[src/rtl/his_reader_fsm_pkg.sv]
// his_reader_fsm_pkg: histogram geometry and reader FSM state encodings
// Shared by the histogram builder and the reader so both agree on
// bin address width, bin count width and the reader state values.
package his_reader_fsm_pkg;
    localparam int HIS_NB    = 8;
    localparam int HIS_CNT_W = 16;
    typedef enum logic [1:0] {
        IDLE  = 2'd0,
        READ  = 2'd1,
        DRAIN = 2'd2,
        DONE  = 2'd3
    } his_state_e;
endpackage

[src/rtl/his_skid_fifo.sv]
// his_skid_fifo: two-entry FIFO with registered head
// Ports: clk, res (async active-low), push/din write side,
// pop/dout read side (dout is the head entry), full/empty status.
// Simultaneous push and pop are allowed in any non-empty state.
module his_skid_fifo #(
    parameter int W = 8
) (
    input  logic         clk,
    input  logic         res,
    input  logic         push,
    input  logic         pop,
    input  logic [W-1:0] din,
    output logic [W-1:0] dout,
    output logic         full,
    output logic         empty
);
    logic [W-1:0] mem0, mem1;
    logic [1:0]   cnt;
    assign dout  = mem0;
    assign full  = cnt == 2'd2;
    assign empty = cnt == 2'd0;
    always_ff @(posedge clk or negedge res) begin
        if (!res) begin
            mem0 <= '0;
            mem1 <= '0;
            cnt  <= '0;
        end else begin
            if (pop && full)
                mem0 <= mem1;
            else if (push && (empty || pop))
                mem0 <= din;
            if (push && (full ? pop : !empty && !pop))
                mem1 <= din;
            cnt <= cnt + {1'b0, push} - {1'b0, pop};
        end
    end
endmodule

[src/rtl/his_reader_fsm.sv]
// his_reader_fsm: read-and-clear histogram bank readout with peak search
// Ports: clk, res (async active-low); start/hisNum request a bank readout;
// rdEn/rdAddr/rdData read the histogram memory (data one cycle later);
// clrEn/clrAddr zero each bin as its data returns; binValid/binReady/
// binData/binAddr/binLast stream the bins; peakValid/peakAddr/peakCount
// report the maximum bin; busy is high outside IDLE.
module his_reader_fsm
    import his_reader_fsm_pkg::*;
#(
    parameter int NB    = HIS_NB,
    parameter int CNT_W = HIS_CNT_W
) (
    input  logic             clk,
    input  logic             res,
    input  logic             start,
    input  logic             hisNum,
    output logic             rdEn,
    output logic [NB:0]      rdAddr,
    input  logic [CNT_W-1:0] rdData,
    output logic             clrEn,
    output logic [NB:0]      clrAddr,
    output logic             binValid,
    input  logic             binReady,
    output logic [CNT_W-1:0] binData,
    output logic [NB-1:0]    binAddr,
    output logic             binLast,
    output logic             peakValid,
    output logic [NB-1:0]    peakAddr,
    output logic [CNT_W-1:0] peakCount,
    output logic             busy
);
    localparam int FW = CNT_W + NB + 1;
    his_state_e    state_q, state_d;
    logic          bank_q, rd_vld_q, full, empty, pop, accept;
    logic [NB:0]   rd_cnt_q, rd_addr_q;
    logic [1:0]    occ;
    logic [FW-1:0] head;
    assign accept    = state_q == IDLE && start;
    assign binValid  = !empty;
    assign pop       = binValid && binReady;
    assign occ       = full ? 2'd2 : {1'b0, !empty};
    // Credit the entry leaving this cycle so a streaming consumer sees 1 bin/cycle
    assign rdEn      = state_q == READ && !rd_cnt_q[NB] &&
                       (occ - {1'b0, pop} + {1'b0, rd_vld_q}) < 2'd2;
    assign rdAddr    = rdEn ? {bank_q, rd_cnt_q[NB-1:0]} : '0;
    assign clrEn     = rd_vld_q;
    assign clrAddr   = rd_addr_q;
    assign {binLast, binAddr, binData} = head;
    assign peakValid = state_q == DONE;
    assign busy      = state_q != IDLE;
    his_skid_fifo #(.W(FW)) u_fifo (
        .clk   (clk),
        .res   (res),
        .push  (rd_vld_q),
        .pop   (pop),
        .din   ({rd_addr_q[NB-1:0] == '1, rd_addr_q[NB-1:0], rdData}),
        .dout  (head),
        .full  (full),
        .empty (empty)
    );
    always_comb begin
        state_d = state_q;
        case (state_q)
            IDLE:    state_d = start ? READ : IDLE;
            READ:    state_d = (rdEn && rd_cnt_q[NB-1:0] == '1) ? DRAIN : READ;
            DRAIN:   state_d = (pop && binLast) ? DONE : DRAIN;
            default: state_d = IDLE;
        endcase
    end
    always_ff @(posedge clk or negedge res) begin
        if (!res) begin
            state_q   <= IDLE;
            bank_q    <= 1'b0;
            rd_cnt_q  <= '0;
            rd_vld_q  <= 1'b0;
            rd_addr_q <= '0;
            peakAddr  <= '0;
            peakCount <= '0;
        end else begin
            state_q   <= state_d;
            rd_vld_q  <= rdEn;
            rd_addr_q <= rdAddr;
            if (accept) begin
                bank_q    <= hisNum;
                rd_cnt_q  <= '0;
                peakAddr  <= '0;
                peakCount <= '0;
            end else begin
                if (rdEn)
                    rd_cnt_q <= rd_cnt_q + (NB+1)'(1);
                // Strictly greater keeps the lowest index on ties
                if (pop && binData > peakCount) begin
                    peakAddr  <= binAddr;
                    peakCount <= binData;
                end
            end
        end
    end
endmodule

[config.mk]
export PLATFORM = sky130hd
export DESIGN_NAME = his_reader_fsm
export DESIGN_NICKNAME = d
export VERILOG_FILES = /design/src/rtl/his_reader_fsm_pkg.sv /design/src/rtl/his_skid_fifo.sv /design/src/rtl/his_reader_fsm.sv
export SDC_FILE = /design/constraint.sdc
export NUM_CORES = 1
export LEC_CHECK = 0
export ABC_AREA = 1
export CORE_MARGIN = 2
export CORE_UTILIZATION = 25
export CTS_CLUSTER_DIAMETER = 120
export CTS_CLUSTER_SIZE = 28
export DETAILED_ROUTE_END_ITERATION = 8
export PLACE_DENSITY = 0.56
export SLEW_MARGIN = 40
export SYNTH_ARGS = -nofsm -noshare
export SYNTH_HDL_FRONTEND = slang
export SYNTH_SLANG_ARGS = --single-unit
[constraint.sdc]
create_clock -name clk -period 1.9 [get_ports clk]
set_input_delay 0.38 -clock clk [delete_from_list [all_inputs] [get_ports clk]]
set_output_delay 0.38 -clock clk [all_outputs]
set_load 0.02 [all_outputs]
-- After elaboration in Yosys (flattened, before gate mapping)
Cells that the tools add are included.
- register bits after elaboration: 98
- input port bits: 21
- output and inout port bits: 72
- word-level logic and storage cells: 59
- add/subtract/negate cells: 5
- order comparisons: 2
- equal/unequal tests: 6
- mux-type cells: 15
- reductions and logical operators: 21
- operator list (cell ; number):
    25-bit two-way mux ; 2
    16-bit two-way mux ; 2
    9-bit two-way mux ; 3
    8-bit equality test, second input constant ; 2
    16-bit > comparator ; 1
    8-bit two-way mux ; 2
    1-bit logical AND ; 11
    9-bit by 1-bit adder with 9-bit output, second input constant ; 1
    2-bit nonzero test ; 4
    2-bit equality test, second input constant ; 3
    2-bit case mux with 3 select lines ; 1
    2-bit by 1-bit adder with 2-bit output ; 2
    2-bit zero test ; 2
    2-bit two-way mux ; 2
    2-bit by 1-bit subtractor with 2-bit output ; 2
    1-bit zero test ; 3
    1-bit two-way mux ; 3
    2-bit by 1-bit equality test with 1-bit output, second input constant ; 1
    2-bit less-than comparator, second input constant ; 1
    1-bit logical OR ; 1

-- Logic depth before layout (Yosys ltp)
Gate-level depths: netlist (run 1).
- word-level depth: 10
- mapped depth: 15
- depth with buffers taken out: 14

-- Cells and area by module
A second synthesis (run 1) with hierarchy kept.
- cell total of the unflattened synthesis: 622
- area total of the unflattened synthesis: 5265.0 um2
- modules (own cells, without submodules) (module ; instances ; cells an instance ; area each (um2) ; sequential area each (um2)):
    his_reader_fsm ; 1 ; 303 ; 2728.9 ; 1151.1
    his_skid_fifo ; 1 ; 319 ; 2536.2 ; 1301.2

-- Worst setup path before layout (run 1)
Ideal clock, no wire load.
- path type: register to register
- start point: register peakCount[15]
- end point: register peakAddr[0]
- library setup time: 67 ps
- arrival time: 1751 ps
- required time: 1833 ps
- slack: 83 ps
- stages on the path, launching flop included: 11
- path buffers: 1
- period minus slack after synthesis: 1817 ps
- path through: dfrtp_1 > inv_1 > ha_1 > nand2_1 > nor2_1 > nand2_1 > o21a_1 > nand2_1 > buf_2 > nand3_1 > nand2_1
- cells in the longest elaborated chain, start to end: 3
- RTL lines (element ; line ; text):
    start: declaration ; his_reader_fsm.sv:29 ; output logic [CNT_W-1:0] peakCount,
    start signal: assignment ; his_reader_fsm.sv:94 ; peakCount <= binData;
    16-bit > comparator ; his_reader_fsm.sv:92 ; if (pop && binData > peakCount) begin
    1-bit logical AND ; his_reader_fsm.sv:92 ;
    2-bit nonzero test (no line) ; -- ;
    end signal: assignment ; his_reader_fsm.sv:93 ; peakAddr <= binAddr;
    end: declaration ; his_reader_fsm.sv:28 ; output logic [NB-1:0] peakAddr,
Every way passes these cells.
A chain may end at the register's enable or synchronous reset.

-- Worst setup path after layout (run 1)
- start point: register state_q[1]
- end point: output port rdAddr[8]
- cells in the longest elaborated chain, start to end: 4
- RTL lines (element ; line ; text):
    start: declaration ; his_reader_fsm.sv:33 ; his_state_e state_q, state_d;
    start signal: assignment ; his_reader_fsm.sv:80 ; state_q <= state_d;
    2-bit by 1-bit equality test with 1-bit output ; his_reader_fsm.sv:43 ; assign rdEn = state_q == READ && !rd_cnt_q[NB] &&
    1-bit logical AND (2 in a row) ; his_reader_fsm.sv:43 ;
    9-bit two-way mux ; his_reader_fsm.sv:45 ; assign rdAddr = rdEn ? {bank_q, rd_cnt_q[NB-1:0]} : '0;
    end: declaration ; his_reader_fsm.sv:18 ; output logic [NB:0] rdAddr,
Every way passes these cells.

==> flow_metrics.env, run 1 <==
export IMPL_remaining_drc_errors=0
export IMPL_cts_sinks=98
export IMPL_ir_drop_v=0.000825
export IMPL_hold_path_end="u_fifo.mem1[9]$_DFFE_PN0P_"
export IMPL_path_depth=6
export IMPL_maxCapViolCount=0
export IMPL_register_area_sq_um=2450
export IMPL_period_needed_ps=2030
export IMPL_rows=50
export IMPL_crit_fanout=6
export IMPL_timing_rr_start="peakCount[15]$_DFFE_PN0P_"
export IMPL_min_from="u_fifo.mem1[9]$_DFFE_PN0P_"
export IMPL_grt_max_degree=49
export IMPL_clk_path_buf_depth=2
export IMPL_cp_end_kind="output port"
export IMPL_layout_area_overhead_vs_synth_pct=41.2
export IMPL_synth_nets=597
export IMPL_setup_viol=10
export IMPL_clock_latency_ps=350
export IMPL_reg2reg_slack_ps=120
export IMPL_die_area_sq_um=20000
export IMPL_postRouteAntennaNets=0
export IMPL_fin_util_pct=35.8
export IMPL_cp_top_family="simple AND/OR/NAND/NOR gates"
export IMPL_start_kind="flop"
export IMPL_fin_skew_ps=11.7
export IMPL_max_freq_mhz=493
export IMPL_worst_slew_pin_slew_ps=507
export IMPL_min_path_cells=2
export IMPL_firstDrtPassIters=4
export IMPL_final_max_slew_viol_count=0
export IMPL_initial_core_util_pct=25.4
export IMPL_viasPerCell=4.55
export IMPL_cpMaxStageDelayCell="dfrtp_1"
export IMPL_synth_compound_area_share_pct=6.95
export IMPL_finalWorstSetupSlack_ps=-128
export IMPL_synth_seq_area_share_pct=52.0
export IMPL_synth_top_family_by_area="simple AND/OR/NAND/NOR gates"
export IMPL_drive_above_1_share_pct=16.8
export IMPL_arrival_ps=1650
export IMPL_avgSynthCellArea_sq_um=8.45
export IMPL_postSynthCellCount=558
export IMPL_synth_xor_area_share_pct=0.929
export IMPL_gp_congestion=0.781
export IMPL_num_vias=4166
export IMPL_whs_ps=469
export IMPL_synth_adder_area_share_pct=4.78
export IMPL_ys_types=28
export IMPL_timing_final_crit_share_pct=107
export IMPL_ioPinCount=93
export IMPL_crit_type="flop to output port"
export IMPL_hpwl_um=9600
export IMPL_die_width_um=141
export IMPL_powerDensity_nw_per_um2=1930
export IMPL_overflow=0
export IMPL_cts_tree="yes"
export IMPL_required_ps=1520
export IMPL_io_buffers=92
export IMPL_core_area_sq_um=18600
export IMPL_totalPowerFinal_uw=12900
export IMPL_hold_viol=0
export IMPL_multi_input_area_sq_um=2060
export IMPL_initialDrtViolationCount=262
export IMPL_leakage_uw=0.00317
export IMPL_fillCellCount=1922
export IMPL_drt_wl_total_um=13600
export IMPL_maxSlewHeadroom_pct=66.2
export IMPL_failed_checks="setup timing"
export IMPL_min_path_type="flop to flop"
export IMPL_ys_ff_latch=98
export IMPL_cp_buffers_inverters=1
export IMPL_final_common_cell="nand2_1"
export IMPL_rr_worst_depth=12
export IMPL_status="finished with violations"
export IMPL_most_common_layout_cells="nand2_1 (158), dfrtp_1 (97), clkdlybuf4s50_1 (74)"
export IMPL_grt_pass1_vias=4008
export IMPL_regToRegEndpoint="peakCount[5]$_DFFE_PN0P_"
export IMPL_fin_nets=715
export IMPL_cts_inserted_buffers=9
export IMPL_clkTransAtPathRegs_ps=70
export IMPL_yosys_area_share_simple_pct=27.8
export IMPL_antenna_found_initial=1
export IMPL_synthMuxAreaShare_pct=0
export IMPL_slowest_delay_ps=410
export IMPL_rsz0062_at_grt="true"
export IMPL_grtUsageTotal_pct=14.0
export IMPL_wl_per_cell_um=14.9
export IMPL_yosys_warnings=0
export IMPL_netlist_area_sq_um=4710
export IMPL_cts_root_buf="clkbuf_16"
export IMPL_die_y_um=141
export IMPL_cp_cell_sequence="nor2_4 > nand2_2 > a31oi_4 > nand2_8 > nor2_2 > buf_4"
export IMPL_grt_pass1_wl_um=21700
export IMPL_htreeDepth=3
## cell type report
class,count,share of cell area (%)
inverters,44,2.52
flip-flops and latches,98,36.9
diodes,1,0.0376
multi-input cells,379,30.9
well taps,234,4.40
clock inverters,5,0.827
repair buffers,144,20.9
clock buffers,10,3.59
## report_power, final
group	switching (uW)	internal, uW	total (uW)
logic	4150	3110	7250
clock network	823	1050	1870
registers	711	3020	3730
total	5680	7170	12900
## layer usage
metal | track usage, % | wire length, um | vias up | share of wire (%)
met3 | 3.17 | 770 | 23 | 5.6
met4 | 6.05 | 361 | 0 | 2.6
li1 | - | - | 2071 | -
met5 | 0 | 0 | - | 0
met2 | 20.9 | 6040 | 124 | 44
met1 | 19.4 | 6460 | 1948 | 47
## through the flow
step                instance area (sq um)  setup slack, ps  setup TNS (ps)  instances
finish                               6660             -128           -1020        915
global route                         6650             -205           -2720        914
CTS                                  6480             -148           -1270        910
detailed placement                   6170             -659          -12760        893
global placement                     6170             -650          -10960        893
floorplan                            4710             82.7               0        558
## how the worst max path moves through the flow
stage                               from                 endpoint  slack, ps
6_report            state_q[1]$_DFF_PN0_                rdAddr[8]       -130
5_1_grt             state_q[1]$_DFF_PN0_                rdAddr[1]       -210
4_1_cts             state_q[0]$_DFF_PN0_                rdAddr[2]       -150
3_5_place_dp                    binReady                rdAddr[8]       -660
3_3_place_gp                    binReady                rdAddr[0]       -650
2_1_floorplan  peakCount[15]$_DFFE_PN0P_  peakAddr[0]$_DFFE_PN0P_         80
## cells by family after synthesis
family          count (synthesis)
compound gates                 53
fa+ha+maj                      18
simple gates                  302
xor+xnor                        5
buf+inv                        82
flops                          98
## cell usage after synthesis, drive strengths merged
cell type	number	area, sq um
o22ai	1	6.26
inv	44	165
a21o	1	7.51
buf	21	128
o31ai	1	7.51
o21ai	15	86.3
nand2	164	636
or2	1	6.26
nand4	31	194
nor2	46	173
xnor2	1	8.76
dfrtp	98	2450
o21a	1	7.51
nand3	60	300
a21oi	9	56.3
ha	18	225
clkbuf	17	63.8
xor2	4	35.0
a31oi	25	156
## worst min-delay path, stage by stage (launching register included)
cell,delay (ps)
dfrtp_1,340
nand2_1,50
nand2_1,50
## registers in the layout, summed over array words and instances (netlist names)
name / count
u_fifo.dout: 25
u_fifo.mem1: 25
peakCount: 16
clrAddr: 9
rd_cnt_q: 9
peakAddr: 8
state_q: 2
u_fifo.cnt: 2
bank_q: 1
clrEn: 1
## what timing repair did
item / in CTS / in global routing
setup buffers: 1 / 3
pin swaps: 0 / 8
endpoints found under the setup margin: 13 / 35
cloned: 0 / 1
hold endpoints to repair: 25 / 0
resized for setup: 60 / 42
hold buffers: 1 / 0
No activity file was read; power rests on OpenSTA's default activity.
==> run 2: changes to the inputs <==
--- a/config.mk
+++ b/config.mk
@@ -11,8 +11,11 @@
 export CTS_CLUSTER_DIAMETER = 120
 export CTS_CLUSTER_SIZE = 28
 export DETAILED_ROUTE_END_ITERATION = 8
-export PLACE_DENSITY = 0.56
+export DONT_BUFFER_PORTS = 1
+export GPL_TIMING_DRIVEN = 0
+export PLACE_DENSITY = 0.49
 export SLEW_MARGIN = 40
 export SYNTH_ARGS = -nofsm -noshare
 export SYNTH_HDL_FRONTEND = slang
+export SYNTH_HIERARCHICAL = 1
 export SYNTH_SLANG_ARGS = --single-unit
==> flow_metrics.env, run 2 <==
export IMPL_p_switching_uw=837
export IMPL_netlist_area_sq_um=5270
export IMPL_drive_above_1_share_pct=30.4
export IMPL_finalWorstSetupSlack_ps=-626
export IMPL_fin_skew_ps=7.95
export IMPL_ioPinCount=93
export IMPL_grtUsageTotal_pct=13.7
export IMPL_synth_seq_area_share_pct=46.6
export IMPL_synthTopCellsByCount="nand2_1 (235), dfrtp_1 (98), nand4_1 (55), inv_1 (41), nand3_1 (37)"
export IMPL_final_common_cell="nand2_1"
export IMPL_maxCapViolCount=0
export IMPL_ys_ff_latch=98
export IMPL_initial_core_util_pct=25.3
export IMPL_final_max_slew_viol_count=0
export IMPL_core_area_sq_um=20800
export IMPL_register_area_sq_um=2490
export IMPL_rows=53
export IMPL_most_common_layout_cells="nand2_1 (227), dfrtp_1 (64), nand4_1 (55)"
export IMPL_cts_root_buf="clkbuf_16"
export IMPL_yosys_area_top_type="dfrtp_1"
export IMPL_firstDrtPassIters=4
export IMPL_grt_max_degree=99
export IMPL_fin_cells=930
export IMPL_synth_nets=664
export IMPL_overflow=0
export IMPL_arrival_ps=2150
export IMPL_p_clk_share_pct=48.6
export IMPL_start_kind="flop"
export IMPL_max_freq_mhz=396
export IMPL_slowest_delay_ps=430
export IMPL_cp_buffers_inverters=4
export IMPL_synth_area_leaders="dfrtp_1 (47%), nand2_1 (17%), nand4_1 (6.5%)"
export IMPL_grt_pass1_vias=4147
export IMPL_hold_viol=98
export IMPL_crit_type="flop to output port"
export IMPL_drt_wl_total_um=15100
export IMPL_timing_final_crit_share_pct=133
export IMPL_cts_tree="yes"
export IMPL_avgSynthCellArea_sq_um=8.46
export IMPL_num_vias=4128
export IMPL_failed_checks="hold timing, setup timing"
export IMPL_ir_drop_v=0.000432
export IMPL_synth_edf_count=0
export IMPL_tns_ps=-6850
export IMPL_cts_sinks=98
export IMPL_clkTransAtPathRegs_ps=70
export IMPL_antenna_cells=0
export IMPL_antenna_found_initial=0
export IMPL_synth_top_area_share_pct=46.6
export IMPL_dp_cells=897
export IMPL_fillCellCount=2207
export IMPL_synth_async_sr_flop_share_pct=100
export IMPL_seqPwrFrac_pct=51.0
export IMPL_layout_area_overhead_vs_synth_pct=23.6
export IMPL_min_path_type="input pin to asynchronous set/reset pin"
export IMPL_ys_types=35
export IMPL_required_ps=1520
export IMPL_gp_congestion=0.780
export IMPL_internal_power_uw=3250
export IMPL_clk_path_buf_depth=2
export IMPL_switching_share_pct=20.5
export IMPL_grt_pass1_wl_um=23600
export IMPL_maxSlewHeadroom_pct=65.4
export IMPL_whs_ps=-266
export IMPL_crit_fanout=5
export IMPL_yosys_warnings=6
export IMPL_multi_input_area_sq_um=2690
export IMPL_die_width_um=149
export IMPL_cp_cell_sequence="nor2_4 > inv_4 > nand2_4 > inv_6 > ha_4 > inv_1 > nand2_1 > nand2_2 > xor2_4 > nand2_4 > buf_12 > nor2_4"
export IMPL_yosysMostFrequentCell="nand2_1"
export IMPL_htreeDepth=3
export IMPL_die_area_sq_um=22200
export IMPL_rsz0062_at_grt="true"
export IMPL_remaining_drc_errors=0
export IMPL_cp_top_family="simple AND/OR/NAND/NOR gates"
export IMPL_wl_per_cell_um=16.2
export IMPL_postRouteAntennaNets=0
export IMPL_io_buffers=0
export IMPL_initialDrtViolationCount=286
export IMPL_fin_util_pct=31.3
export IMPL_leakage_uw=0.00322
export IMPL_fin_nets=692
export IMPL_cp_end_kind="output port"
export IMPL_clock_latency_ps=340
export IMPL_cpMaxStageDelayCell="dfrtp_2"
export IMPL_hpwl_um=10900
export IMPL_postSynthCellCount=622
export IMPL_comb_power_share_pct=0.4
export IMPL_period_needed_ps=2530
export IMPL_viasPerCell=4.44
export IMPL_setup_viol=20
export IMPL_status="finished with violations"
export IMPL_die_y_um=149
export IMPL_cts_inserted_buffers=9
export IMPL_synth_flop_cell="dfrtp_1"
export IMPL_powerDensity_nw_per_um2=628
export IMPL_worst_slew_pin_slew_ps=519
## run 2: cell families after synthesis
family	synth area share, %
compound gates	2.47
fa+ha+maj	4.99
buf+inv	8.32
xor+xnor	0.975
simple gates	36.7
flops	46.6
## run 2: power by group through the flow
stage / Clock (uW) / Combinational, uW / Sequential [uW]
3_3_place_gp: 0 / 18.5 / 2130
2_1_floorplan: 0 / 13.7 / 2130
6_report: 1990 / 18.4 / 2080
5_1_grt: 2110 / 22.9 / 2080
3_5_place_dp: 0 / 18.4 / 2130
4_1_cts: 2030 / 18.5 / 2080
## run 2: what timing repair did
item	CTS	global route
setup endpoints to repair	97	74
buffers inserted	8	7
pin swaps	4	25
endpoints found under the hold margin	98	98
gates cloned	1	2
resized for setup	29	61
## run 2: layer usage
layer | up-vias | global-route usage, % | part of all wire (%)
met5 | - | 0 | 0
met4 | 0 | 3.71 | 1.1
met3 | 9 | 3.76 | 6.0
met2 | 67 | 22.7 | 50
met1 | 1960 | 17.5 | 43
li1 | 2092 | - | -
## run 2: path summary, 6_finish.rpt
| check | start | endpoint | slack, ps | depth (start not counted) |
|---|---|---|---|---|
| worst max-delay path | u_fifo/cnt[1]$_DFF_PN0_ | rdAddr[6] | -630 | 12 |
| worst min register to register | u_fifo/mem1[8]$_DFFE_PN0P_ | u_fifo/mem1[8]$_DFFE_PN0P_ | 470 | 2 |
| min in group clk | hisNum | bank_q$_DFFE_PN0P_ | 160 | 2 |
| worst max register to register | u_fifo/cnt[1]$_DFF_PN0_ | rd_cnt_q[0]$_DFFE_PN0P_ | -130 | 12 |
| max in group asynchronous | res | peakCount[12]$_DFFE_PN0P_ | 1950 | 0 |
| worst min-delay path | res | clrAddr[8]$_DFF_PN0_ | -270 | 0 |
## run 2: metrics by stage
| step | total power (uW) | setup slack [ps] | cell area [sq um] | hold slack [ps] |
|---|---|---|---|---|
| 2_1_floorplan | 2140 | -250 | 5370 | 84.4 |
| 3_3_place_gp | 2140 | -531 | 5710 | 89.9 |
| 3_5_place_dp | 2140 | -533 | 5710 | 89.9 |
| 4_1_cts | 4140 | -663 | 6170 | -286 |
| 5_1_grt | 4220 | -746 | 6510 | -285 |
| 6_report | 4090 | -626 | 6510 | -266 |
## run 2: cell type report
class	instances	area share (%)
Tap cell	275	5.29
Inverter	47	2.90
Buffer	33	4.34
Timing Repair Buffer	18	2.92
Sequential cell	98	38.3
Clock inverter	6	1.38
Multi-Input combinational cell	443	41.3
Clock buffer	10	3.52
==> run 3: changes to the inputs <==
--- a/config.mk
+++ b/config.mk
@@ -6,6 +6,8 @@
 export NUM_CORES = 1
 export LEC_CHECK = 0
 export ABC_AREA = 1
+export CELL_PAD_IN_SITES_DETAIL_PLACEMENT = 0
+export CELL_PAD_IN_SITES_GLOBAL_PLACEMENT = 1
 export CORE_MARGIN = 2
 export CORE_UTILIZATION = 25
 export CTS_CLUSTER_DIAMETER = 120
@@ -13,7 +15,7 @@
 export DETAILED_ROUTE_END_ITERATION = 8
 export DONT_BUFFER_PORTS = 1
 export GPL_TIMING_DRIVEN = 0
-export PLACE_DENSITY = 0.49
+export PLACE_DENSITY = 0.58
 export SLEW_MARGIN = 40
 export SYNTH_ARGS = -nofsm -noshare
 export SYNTH_HDL_FRONTEND = slang
==> flow_metrics.env, run 3 (same netlist as run 2, synthesis figures left out) <==
export IMPL_viasPerCell=4.52
export IMPL_clock_latency_ps=350
export IMPL_initialDrtViolationCount=208
export IMPL_timing_final_crit_share_pct=133
export IMPL_fin_nets=695
export IMPL_grt_max_degree=99
export IMPL_arrival_ps=2150
export IMPL_hold_viol=98
export IMPL_reg2reg_slack_ps=-190
export IMPL_cp_top_family="simple AND/OR/NAND/NOR gates"
export IMPL_status="finished with violations"
export IMPL_htreeDepth=3
export IMPL_crit_fanout=5
export IMPL_initial_core_util_pct=25.3
export IMPL_start_kind="flop"
export IMPL_num_vias=4220
export IMPL_layout_area_overhead_vs_synth_pct=23.5
export IMPL_cts_tree="yes"
export IMPL_drt_wl_total_um=15400
export IMPL_crit_type="flop to output port"
export IMPL_die_y_um=149
export IMPL_cts_root_buf="clkbuf_16"
export IMPL_fillCellCount=2212
export IMPL_ir_drop_v=0.000342
export IMPL_failed_checks="hold timing, setup timing"
export IMPL_period_needed_ps=2530
export IMPL_cp_cell_sequence="nor2_4 > inv_4 > nand2_4 > inv_6 > ha_4 > inv_2 > nand2_2 > nand2_2 > xor2_2 > nand2_4 > buf_12 > nor2_4"
export IMPL_powerDensity_nw_per_um2=609
export IMPL_cts_sinks=98
export IMPL_timing_rr_start="u_fifo/cnt[1]$_DFF_PN0_"
export IMPL_leakage_uw=0.00322
export IMPL_clk_path_buf_depth=2
export IMPL_switching_share_pct=23.2
export IMPL_final_common_cell="nand2_1"
export IMPL_gp_congestion=0.743
export IMPL_rsz0062_at_grt="true"
export IMPL_fin_cells=933
export IMPL_placed_cell_area_sq_um=5710
export IMPL_die_area_sq_um=22200
export IMPL_p_clk_share_pct=46.9
export IMPL_remaining_drc_errors=0
export IMPL_most_common_layout_cells="nand2_1 (227), dfrtp_1 (64), nand4_1 (55)"
export IMPL_worst_slew_pin_slew_ps=500
export IMPL_grtUsageTotal_pct=14.1
export IMPL_setup_viol=18
export IMPL_min_path_type="input pin to asynchronous set/reset pin"
export IMPL_final_area_sq_um=6500
export IMPL_ioPinCount=93
export IMPL_maxSlewHeadroom_pct=66.6
export IMPL_overflow=0
export IMPL_final_max_slew_viol_count=0
export IMPL_cts_inserted_buffers=9
export IMPL_dp_cells=897
export IMPL_cpMaxStageDelayCell="dfrtp_2"
export IMPL_wl_per_cell_um=16.5
export IMPL_p_switching_uw=918
export IMPL_fin_skew_ps=8.83
export IMPL_drive_above_1_share_pct=29.9
export IMPL_postRouteAntennaNets=0
export IMPL_core_area_sq_um=20800
export IMPL_internal_power_uw=3040
export IMPL_clkTransAtPathRegs_ps=80
export IMPL_max_freq_mhz=395
export IMPL_seqPwrFrac_pct=52.6
export IMPL_comb_power_share_pct=0.5
export IMPL_rows=53
export IMPL_slowest_delay_ps=440
export IMPL_hpwl_um=11300
export IMPL_antenna_found_initial=0
export IMPL_startpoint="u_fifo/cnt[1]$_DFF_PN0_"
export IMPL_firstDrtPassIters=4
export IMPL_cp_end_kind="output port"
export IMPL_die_width_um=149
export IMPL_required_ps=1520
export IMPL_grt_pass1_vias=4148
export IMPL_cp_buffers_inverters=4
export IMPL_whs_ps=-287
export IMPL_antenna_cells=0
export IMPL_maxCapViolCount=0
export IMPL_dpl_worst_slack_ps=-483
export IMPL_io_buffers=0
export IMPL_finalWorstSetupSlack_ps=-633
export IMPL_grt_pass1_wl_um=23900
run 3: layout make-up:
| cell class | instances | area, sq um | area share (%) |
|---|---|---|---|
| Multi-Input combinational cell | 443 | 2680 | 41.2 |
| Inverter | 47 | 189 | 2.91 |
| Tap cell | 275 | 344 | 5.29 |
| Clock inverter | 6 | 53.8 | 0.827 |
| Timing Repair Buffer | 21 | 220 | 3.39 |
| Sequential cell | 98 | 2490 | 38.4 |
| Clock buffer | 10 | 239 | 3.68 |
| Buffer | 33 | 283 | 4.35 |
run 3: what timing repair did:
action                                  in CTS  in global routing
hold endpoints to repair                    98                 98
endpoints found under the setup margin      98                 82
cloned                                       1                  2
gates resized for setup                     33                 57
pin swaps                                   12                 27
buffers inserted                            11                  7
run 3: worst reg2reg max path, delay by kind of cell, from the launching register on:
kind                       cells  cell delay [ps]
xor gates and xnor gates       1              200
adders and majority gates      1              150
buffers and inverters          6              570
and+or+nand+nor                7              620
DFF                            1              440
run 3: metal layers:
layer	GRT usage, %	part of all wire [%]	wire length, um
met1	18.2	43	6690
met4	4.14	1.3	201
met2	21.8	46	7130
met3	5.66	9.0	1380
met5	0	0	0
run 3: worst paths after layout:
kind | to | cells past startpoint
worst min-delay path | peakCount[6]$_DFFE_PN0P_ | 0
min in group clk | bank_q$_DFFE_PN0P_ | 2
worst max register to register | rd_cnt_q[5]$_DFFE_PN0P_ | 15
max in group asynchronous | clrAddr[8]$_DFF_PN0_ | 0
worst min register to register | u_fifo/mem1[1]$_DFFE_PN0P_ | 2
worst max-delay path | rdAddr[2] | 12
run 3: power by group through the flow:
| stage | sequential (uW) | combinational (uW) | clock, uW |
|---|---|---|---|
| 2_1_floorplan | 2130 | 13.7 | 0 |
| 3_3_place_gp | 2130 | 19.8 | 0 |
| 3_5_place_dp | 2130 | 19.7 | 0 |
| 4_1_cts | 2080 | 19.7 | 1930 |
| 5_1_grt | 2080 | 22.3 | 2020 |
| 6_report | 2080 | 20.2 | 1860 |
run 3: through the flow:
stage / util [%] / TNS, ps / total power (uW)
floorplan: - / -2050 / 2140
global placement: 27.4 / -14550 / 2150
CTS: 29.6 / -6670 / 4030
detailed placement: 27.4 / -17730 / 2150
global route: 31.2 / -11600 / 4130
finish: 31.2 / -6540 / 3960
